[src/rtl/hazard_ctrl.sv]
// Pipeline hazard controller: load-use bubble, taken-branch flush, data-memory freeze and busy watchdog.
// Define HAZARD_PERF_EN to add saturating stall_cnt/flush_cnt performance counters.
module hazard_ctrl #(
  parameter int WDOG_MAX = 255
) (
  input  logic       clk,
  input  logic       rst_n,
  input  logic [4:0] id_rs,
  input  logic [4:0] id_rt,
  input  logic       id_uses_rt,
  input  logic       id_jump,
  input  logic       ex_MemRead,
  input  logic [4:0] ex_rt,
  input  logic       ex_beq,
  input  logic       ex_bne,
  input  logic       ex_zero,
  input  logic       dmem_busy,
  output logic       pc_write,
  output logic       ifid_write,
  output logic       ifid_flush,
  output logic       idex_flush,
  output logic       pipe_freeze,
  output logic       wdog_err,
  output logic [1:0] state
`ifdef HAZARD_PERF_EN
  ,
  output logic [15:0] stall_cnt,
  output logic [15:0] flush_cnt
`endif
);

  localparam logic [1:0] RUN      = 2'd0;
  localparam logic [1:0] BUBBLE   = 2'd1;
  localparam logic [1:0] MEM_WAIT = 2'd2;
  localparam logic [7:0] WDOG_LIM = WDOG_MAX[7:0];

  logic [1:0] state_q, state_d;
  logic [7:0] busy_cnt_q, busy_cnt_d;
  logic       wdog_err_q, wdog_err_d;
  logic       br_taken, lu_hit, lu_act;

  assign br_taken = (ex_beq & ex_zero) | (ex_bne & ~ex_zero);
  assign lu_hit   = ex_MemRead & (ex_rt != 5'd0) &
                    ((ex_rt == id_rs) | (id_uses_rt & (ex_rt == id_rt)));
  // BUBBLE masks the hazard so one load-use costs exactly one slot.
  assign lu_act   = lu_hit & (state_q != BUBBLE);

  always_ff @(posedge clk or negedge rst_n) begin
    if (!rst_n) state_q <= RUN;
    else        state_q <= state_d;
  end

  // MEM_WAIT with memory ready, and the unused encoding, both behave as RUN.
  always_comb begin
    state_d = RUN;
    if (state_q == 2'd3)  state_d = RUN;
    else if (dmem_busy)   state_d = MEM_WAIT;
    else if (br_taken)    state_d = RUN;
    else if (lu_act)      state_d = BUBBLE;
    else                  state_d = RUN;
  end

  always_comb begin
    pc_write    = 1'b1;
    ifid_write  = 1'b1;
    ifid_flush  = 1'b0;
    idex_flush  = 1'b0;
    pipe_freeze = 1'b0;
    if (rst_n) begin
      if (dmem_busy) begin
        pipe_freeze = 1'b1;
        pc_write    = 1'b0;
        ifid_write  = 1'b0;
      end else if (br_taken) begin
        ifid_flush  = 1'b1;
        idex_flush  = 1'b1;
      end else if (lu_act) begin
        pc_write    = 1'b0;
        ifid_write  = 1'b0;
        idex_flush  = 1'b1;
      end else begin
        ifid_flush  = id_jump;
      end
    end
  end

  always_comb begin
    busy_cnt_d = 8'd0;
    if (dmem_busy) busy_cnt_d = (busy_cnt_q == 8'hFF) ? busy_cnt_q : busy_cnt_q + 8'd1;
    wdog_err_d = wdog_err_q | (dmem_busy & (busy_cnt_d == WDOG_LIM));
  end

  always_ff @(posedge clk or negedge rst_n) begin
    if (!rst_n) begin
      busy_cnt_q <= 8'd0;
      wdog_err_q <= 1'b0;
    end else begin
      busy_cnt_q <= busy_cnt_d;
      wdog_err_q <= wdog_err_d;
    end
  end

  assign wdog_err = wdog_err_q;
  assign state    = state_q;

`ifdef HAZARD_PERF_EN
  logic [15:0] stall_cnt_q, stall_cnt_d;
  logic [15:0] flush_cnt_q, flush_cnt_d;

  always_comb begin
    stall_cnt_d = stall_cnt_q;
    flush_cnt_d = flush_cnt_q;
    if (!pc_write && stall_cnt_q != 16'hFFFF) stall_cnt_d = stall_cnt_q + 16'd1;
    if ((idex_flush || ifid_flush) && flush_cnt_q != 16'hFFFF) flush_cnt_d = flush_cnt_q + 16'd1;
  end

  always_ff @(posedge clk or negedge rst_n) begin
    if (!rst_n) begin
      stall_cnt_q <= 16'd0;
      flush_cnt_q <= 16'd0;
    end else begin
      stall_cnt_q <= stall_cnt_d;
      flush_cnt_q <= flush_cnt_d;
    end
  end

  assign stall_cnt = stall_cnt_q;
  assign flush_cnt = flush_cnt_q;
`endif

endmodule

[config.mk]
export PLATFORM = sky130hd
export DESIGN_NAME = hazard_ctrl
export DESIGN_NICKNAME = d
export VERILOG_FILES = /design/src/rtl/hazard_ctrl.sv
export SDC_FILE = /design/constraint.sdc
export NUM_CORES = 1
export LEC_CHECK = 0
export CORE_UTILIZATION = 42
export DETAILED_ROUTE_END_ITERATION = 7
export PLACE_DENSITY = 0.78
export SLEW_MARGIN = 20
export SYNTH_ARGS = -nofsm -noshare
export SYNTH_HDL_FRONTEND = slang
export SYNTH_SLANG_ARGS = --single-unit
[constraint.sdc]
create_clock -name clk -period 2.2 [get_ports clk]
set_clock_uncertainty 0.1 [all_clocks]
set_input_delay 0.22 -clock clk [delete_from_list [all_inputs] [get_ports clk]]
set_output_delay 0.22 -clock clk [all_outputs]
set_load 0.01 [all_outputs]
==> results of run 1 <==
[power by group through the flow]
| stage | Sequential [W] | Combinational (W) | Clock [W] |
|---|---|---|---|
| floorplan | 0.000217 | 0.0000419 | 0 |
| global placement | 0.000217 | 0.000122 | 0 |
| detailed placement | 0.000218 | 0.000127 | 0 |
| CTS | 0.000214 | 0.000128 | 0.000145 |
| global route | 0.000216 | 0.000140 | 0.000152 |
| finish | 0.000215 | 0.000129 | 0.000141 |
[through the flow]
step           hold slack [ns]  area (um2)  TNS (ns)  util, %
3_3_place_gp            0.3557        1194    -1.656    68.39
4_1_cts                 0.2286        1220         0    69.89
6_report                0.2292        1246         0    71.40
5_1_grt                 0.2699        1246  -0.01978    71.40
3_5_place_dp            0.3577        1194    -1.698    68.39
2_1_floorplan          -0.1756       788.3         0        -
[worst max-delay path, delay by kind of cell]
family,cells,cell delay (ns)
AOI/OAI and AO/OA,2,0.27
and+or+nand+nor,2,0.73
buffers and inverters,2,0.60
[final cells by class]
cell class	instances	area, um2	area share [%]
multi-input combinational	68	523.0	41.97
timing repair buffer	41	375.4	30.12
sequential	11	275.3	22.09
tap	25	31.28	2.510
clock buffer	4	26.28	2.108
inverter	4	15.01	1.205
[logic make-up after synthesis]
| logic type | count (synthesis) |
|---|---|
| buffers and inverters | 6 |
| and+or+nand+nor | 31 |
| adders and majority gates | 1 |
| DFF | 11 |
| AOI/OAI and AO/OA | 20 |
| xor gates and xnor gates | 11 |
| muxes | 5 |
[flip-flops by register name, indices dropped and copies added (netlist names)]
register,flops
busy_cnt_q,8
state,2
wdog_err,1
[cell usage in the layout (no fill, tap or decap), types with 2 or more instances in the layout]
cell	count
nand2b_1	2
buf_2	4
o21ai_1	2
dfrtp_1	11
o21ai_0	3
clkdlybuf4s50_1	23
nor3_1	3
xor2_1	10
nor2_1	7
inv_1	4
dlymetal6s2s_1	3
mux2i_1	5
and2_1	2
and3_1	2
nand2_1	5
a21oi_1	4
clkbuf_4	3
a31oi_1	2
buf_4	9
[cell usage after synthesis]
master and number:
a22oi_1 1, nand3_1 1, nand2_1 5, a311oi_1 1, and4_1 1, or2_1 1
xnor2_1 1, a21oi_1 5, buf_4 1, a41o_1 1, nor3_1 4, a2111oi_4 1
o211a_1 1, clkbuf_1 1, dfrtp_1 11, nor2_1 7, and2_1 2, and3_1 2
o22ai_1 1, inv_1 4, and2b_2 1, a32oi_1 1, ha_1 1, nand4_1 1
o21ai_0 5, xor2_1 10, nor3_4 1, nand3_2 1, nand2b_1 2, or4_1 1
o221ai_1 1, mux2i_1 5, nor4_1 1, a31oi_1 2
[repair_timing]
| item | 4_1_cts | 5_1_grt |
|---|---|---|
| gates resized for setup | 23 | 6 |
| hold buffers | 0 | 0 |
| gates cloned | 0 | 0 |
| endpoints found under the setup margin | 4 | 4 |
| pin swaps | 5 | 5 |
[how the worst max path moves through the flow]
| stage | from | to | cells after the start | slack (ns) |
|---|---|---|---|---|
| 2_1_floorplan | ex_rt[0] | pc_write | 5 | 0.35 |
| 3_3_place_gp | ex_rt[0] | pc_write | 6 | -0.44 |
| 3_5_place_dp | ex_rt[0] | pc_write | 6 | -0.44 |
| 4_1_cts | ex_rt[0] | pc_write | 8 | 0.03 |
| 5_1_grt | ex_rt[0] | idex_flush | 6 | -0.02 |
| 6_report | ex_rt[0] | idex_flush | 6 | 0.06 |
[routing by layer]
| layer | share of wire, % | vias to the layer above | global-route usage [%] | wire length, um |
|---|---|---|---|---|
| met5 | 0 | - | 0 | 0 |
| met2 | 49 | 15 | 36.52 | 978 |
| met4 | 1.5 | 0 | 10.30 | 30 |
| met3 | 1.7 | 5 | 4.000 | 34 |
| li1 | - | 398 | - | - |
| met1 | 48 | 378 | 30.60 | 958 |
==> impl_metrics.tcl, run 1 <==
set metrics [dict create \
    status "completed" \
    hold_class "in2async" \
    post-route-min-period_ns 2.136 \
    yosys.area.top_type_share_pct 34.92 \
    synth.avg_cell_area_um2 9.274 \
    cp_cell_sequence "clkdlybuf4s50_1 > or4_4 > o221ai_4 > or2_1 > a21oi_2 > buf_2" \
    p_int_w 0.0003535 \
    die_y_um 45.32 \
    r2r_slack_ns 0.38 \
    cts_tree "built" \
    synth_area_um2 788.3 \
    synth.yosys.seq_area_share_pct 34.92 \
    crit_arrival_ns 1.82 \
    final_layout_size_suffix_gt1_share_pct 20.31 \
    vdd_ir_drop_max_uv 344.1 \
    seqPwrFrac_pct 44.3 \
    cellPowerDensity_nw_per_um2 389.1 \
    syn_nets 110 \
    endpoint_kind "output pin" \
    dp_hpwl_um 1636 \
    clk_latency_ns 0.27 \
    yosys.area_share.adder_pct 1.587 \
    rsz0062_at_grt "yes" \
    stdcell_count 153 \
    timing.rr.start "busy_cnt_q[0]" \
    coreArea_um2 1745 \
    p_sw_share_pct 27.09 \
    portBuffers 31 \
    num_rows 15 \
    hold_viol 0 \
    vias_per_cell 5.203 \
    synth_cells 85 \
    worst-slew-pin-transition_ns 0.2730 \
    synth_compound_area_share_pct 19.05 \
    drtPass1Iterations 4 \
    initial_core_util_pct 45.16 \
    grtUsageTotal_pct 23.06 \
    root_buffer "clkbuf_4" \
    slew_headroom_pct 81.28 \
    fin_ws_ns 0.06425 \
    grt_pass1_vias 759 \
    htreeDepth 1 \
    power_w 0.0004849 \
    gr-total-overflow 0 \
    fill_cells 138 \
    synth_area_leader_cell "dfrtp_1" \
    slew_viol_final 0 \
    wl_um 2002 \
    diodes 0 \
    place.gp.congestion 0.8817 \
    yosysWarnings 0 \
    synth_xor_area_share_pct 12.22 \
    rr_endpoint "wdog_err" \
    die_width_um 45.32 \
    dieArea_um2 2054 \
    cp-start-kind "primary input" \
    synthTopCellsByArea "dfrtp_1 (35%), xor2_1 (11%), mux2i_1 (6.3%)" \
    wire_per_inst_um 13.08 \
    power_frac_clock_pct 29.1 \
    io_pins 32 \
    clockBufferDepth 2 \
    crit_required_ns 1.88 \
    numCtsBuffers 3 \
    synth-seq-cells 11 \
    synth_top_family_by_area "simple AND/OR/NAND/NOR gates" \
    syn_to_final_growth_pct 58.10 \
    p_switching_w 0.0001313 \
    cts_sinks 11 \
    drt-initial-drc-count 16 \
    ys_types 34 \
    cp_slowest_cell "or4_4" \
    critPathKind "in2out" \
    antenna_found_initial 0 \
    post-route-period-util_pct 97.08 \
    clk_pin_slew_ns 0.07 \
    setup_violations 0 \
    worstPathMaxFanout 3 \
    dp.cells 149 \
    drc 0 \
    ant_nets 0 \
    grt_max_degree 12 \
    grt_pass1_wl_um 3332 \
    cpPeakStageDelay_ns 0.57 \
    place_ws_ns -0.4383 \
    rr_worst_depth 6 \
    nets 154 \
    power_leakage_nw 0.5676 \
    postCtsSetupBuffers 0 \
    max_cap_violations 0 \
    combPwrFrac_pct 26.6 \
    synthMuxAreaShare_pct 6.349 \
    vias 796 \
    synth-simple-area-share_pct 22.54 \
    fmax_mhz 468.2 \
]
No activity file was read; power rests on OpenSTA's default activity.
==> run 2, diff against run 1 <==
--- a/config.mk
+++ b/config.mk
@@ -7,6 +7,7 @@
 export LEC_CHECK = 0
 export CORE_UTILIZATION = 42
 export DETAILED_ROUTE_END_ITERATION = 7
+export MAX_ROUTING_LAYER = met4
 export PLACE_DENSITY = 0.78
 export SLEW_MARGIN = 20
 export SYNTH_ARGS = -nofsm -noshare
==> impl_metrics.tcl, run 2 (synthesis results as in run 1) <==
set metrics [dict create \
    drtPass1Iterations 4 \
    fmax_mhz 476.6 \
    syn_to_final_growth_pct 59.05 \
    dieArea_um2 2054 \
    critPathKind "in2out" \
    clk_latency_ns 0.27 \
    largest_reg_flops 8 \
    hold_class "in2async" \
    wl_um 2112 \
    root_buffer "clkbuf_4" \
    diodes 0 \
    antenna_found_initial 0 \
    post-route-period-util_pct 95.36 \
    cp_slowest_cell "clkdlybuf4s50_1" \
    place.gp.congestion 0.8876 \
    post-route-min-period_ns 2.098 \
    top_register "busy_cnt_q" \
    fin_ws_ns 0.1020 \
    wire_per_inst_um 13.80 \
    cts_tree "built" \
    power_w 0.0004866 \
    vias_per_cell 5.320 \
    setup_violations 0 \
    r2r_slack_ns 0.35 \
    final_cell_mix "clkdlybuf4s50_1 (23), dfrtp_1 (11), xor2_1 (10), buf_4 (10), nor2_1 (7)" \
    cellPowerDensity_nw_per_um2 388.1 \
    cts_sinks 11 \
    slew_viol_final 0 \
    num_rows 15 \
    coreArea_um2 1745 \
    endpoint_kind "output pin" \
    fill_cells 135 \
    tns_ns 0 \
    crit_required_ns 1.88 \
    final_layout_size_suffix_gt1_share_pct 21.09 \
    clockBufferDepth 2 \
    die_width_um 45.32 \
    place_ws_ns -0.4739 \
    worstPathMaxFanout 2 \
    io_pins 32 \
    final_common_cell "clkdlybuf4s50_1" \
    portBuffers 31 \
    power_leakage_nw 0.5733 \
    slew_headroom_pct 80.02 \
    die_y_um 45.32 \
    numCtsBuffers 3 \
    vias 814 \
    dp_hpwl_um 1607 \
    initial_core_util_pct 45.16 \
    grtUsageTotal_pct 23.16 \
    nets 154 \
    stdcell_area_um2 1254 \
    grt_pass1_wl_um 3270 \
    grt_pass1_vias 757 \
    hold_viol 0 \
    htreeDepth 1 \
    placed_area_um2 1194 \
    status "completed" \
    drc 0 \
    crit_arrival_ns 1.78 \
    grt_max_degree 12 \
    vdd_ir_drop_max_uv 377.7 \
    drt-initial-drc-count 8 \
    ant_nets 0 \
    gr-total-overflow 0 \
    cpPeakStageDelay_ns 0.42 \
    cp_cell_sequence "clkdlybuf4s50_1 > xor2_1 > nor4_2 > a32oi_1 > buf_4 > nor3_4 > o21ai_2 > buf_2" \
    cp-start-kind "primary input" \
    worst-slew-pin-transition_ns 0.2966 \
    max_cap_violations 0 \
    clk_pin_slew_ns 0.08 \
    rsz0062_at_grt "no" \
]
[run 2: cell types whose count changed in the layout (fill, tap and decap cells not counted)]
cell,delta
o21ai_1,-2
nor3_1,-1
buf_6,-1
buf_4,+1
o21ai_2,+1
a21oi_2,-1
o21ai_0,+1
nor3_4,+1
a21oi_1,+1
[run 2: final cells by class]
| class | instances | area, um2 | share of cell area (%) |
|---|---|---|---|
| inverter | 4 | 15.01 | 1.198 |
| tap | 25 | 31.28 | 2.495 |
| clock buffer | 4 | 26.28 | 2.096 |
| multi-input combinational | 68 | 534.3 | 42.61 |
| sequential | 11 | 275.3 | 21.96 |
| timing repair buffer | 41 | 371.6 | 29.64 |
[run 2: where the power goes]
group | internal (W) | switching (W) | total (W)
sequential | 0.000208 | 0.00000698 | 0.000214
combinational | 0.0000754 | 0.0000545 | 0.000130
clock | 0.0000703 | 0.0000719 | 0.000142
[run 2: layer usage]
layer | global-route usage, % | vias up | wire, um
met5 | - | - | 0
met4 | 7.273 | 0 | 0
met3 | 6.000 | 0 | 92
met2 | 35.36 | 19 | 1042
met1 | 29.80 | 397 | 978
li1 | - | 398 | -
[run 2: worst max-delay path, delay by kind of cell]
family                 cells  cell delay (ns)
buffers and inverters      3             0.73
AND/OR/NAND/NOR            2             0.45
AO/OA/AOI/OAI              2             0.22
XOR/XNOR                   1             0.16
[run 2: worst paths after layout]
check,startpoint,to,cells after the start
max in group asynchronous,rst_n,busy_cnt_q[3],2
max reg2reg,busy_cnt_q[0],wdog_err,6
min,rst_n,wdog_err,2
max,id_rt[1],pc_write,8
min reg2reg,wdog_err,wdog_err,1
min in group clk,wdog_err,wdog_err,1
[run 2: metrics by stage]
step                      util, %  cells  hold slack, ns
after global placement      68.39    149          0.3549
after CTS                   69.61    153          0.2261
final                       71.83    153          0.2446
after detailed placement    68.39    149          0.3608
after global routing        71.83    153          0.2821
after floorplan                 -     85         -0.1756
[run 2: what timing repair did]
action / 4_1_cts / 5_1_grt
resized for setup: 21 / 8
endpoints found under the setup margin: 4 / 4
pin swaps: 5 / 6
setup buffers: 0 / 0
hold buffers: 0 / 0
==> run 3, diff against run 2 <==
--- a/config.mk
+++ b/config.mk
@@ -6,6 +6,7 @@
 export NUM_CORES = 1
 export LEC_CHECK = 0
 export CORE_UTILIZATION = 42
+export CTS_CLUSTER_DIAMETER = 50
 export DETAILED_ROUTE_END_ITERATION = 7
 export MAX_ROUTING_LAYER = met4
 export PLACE_DENSITY = 0.78
==> results of run 3 <==
Final layout, timing and power as in run 2 (identical DEF).
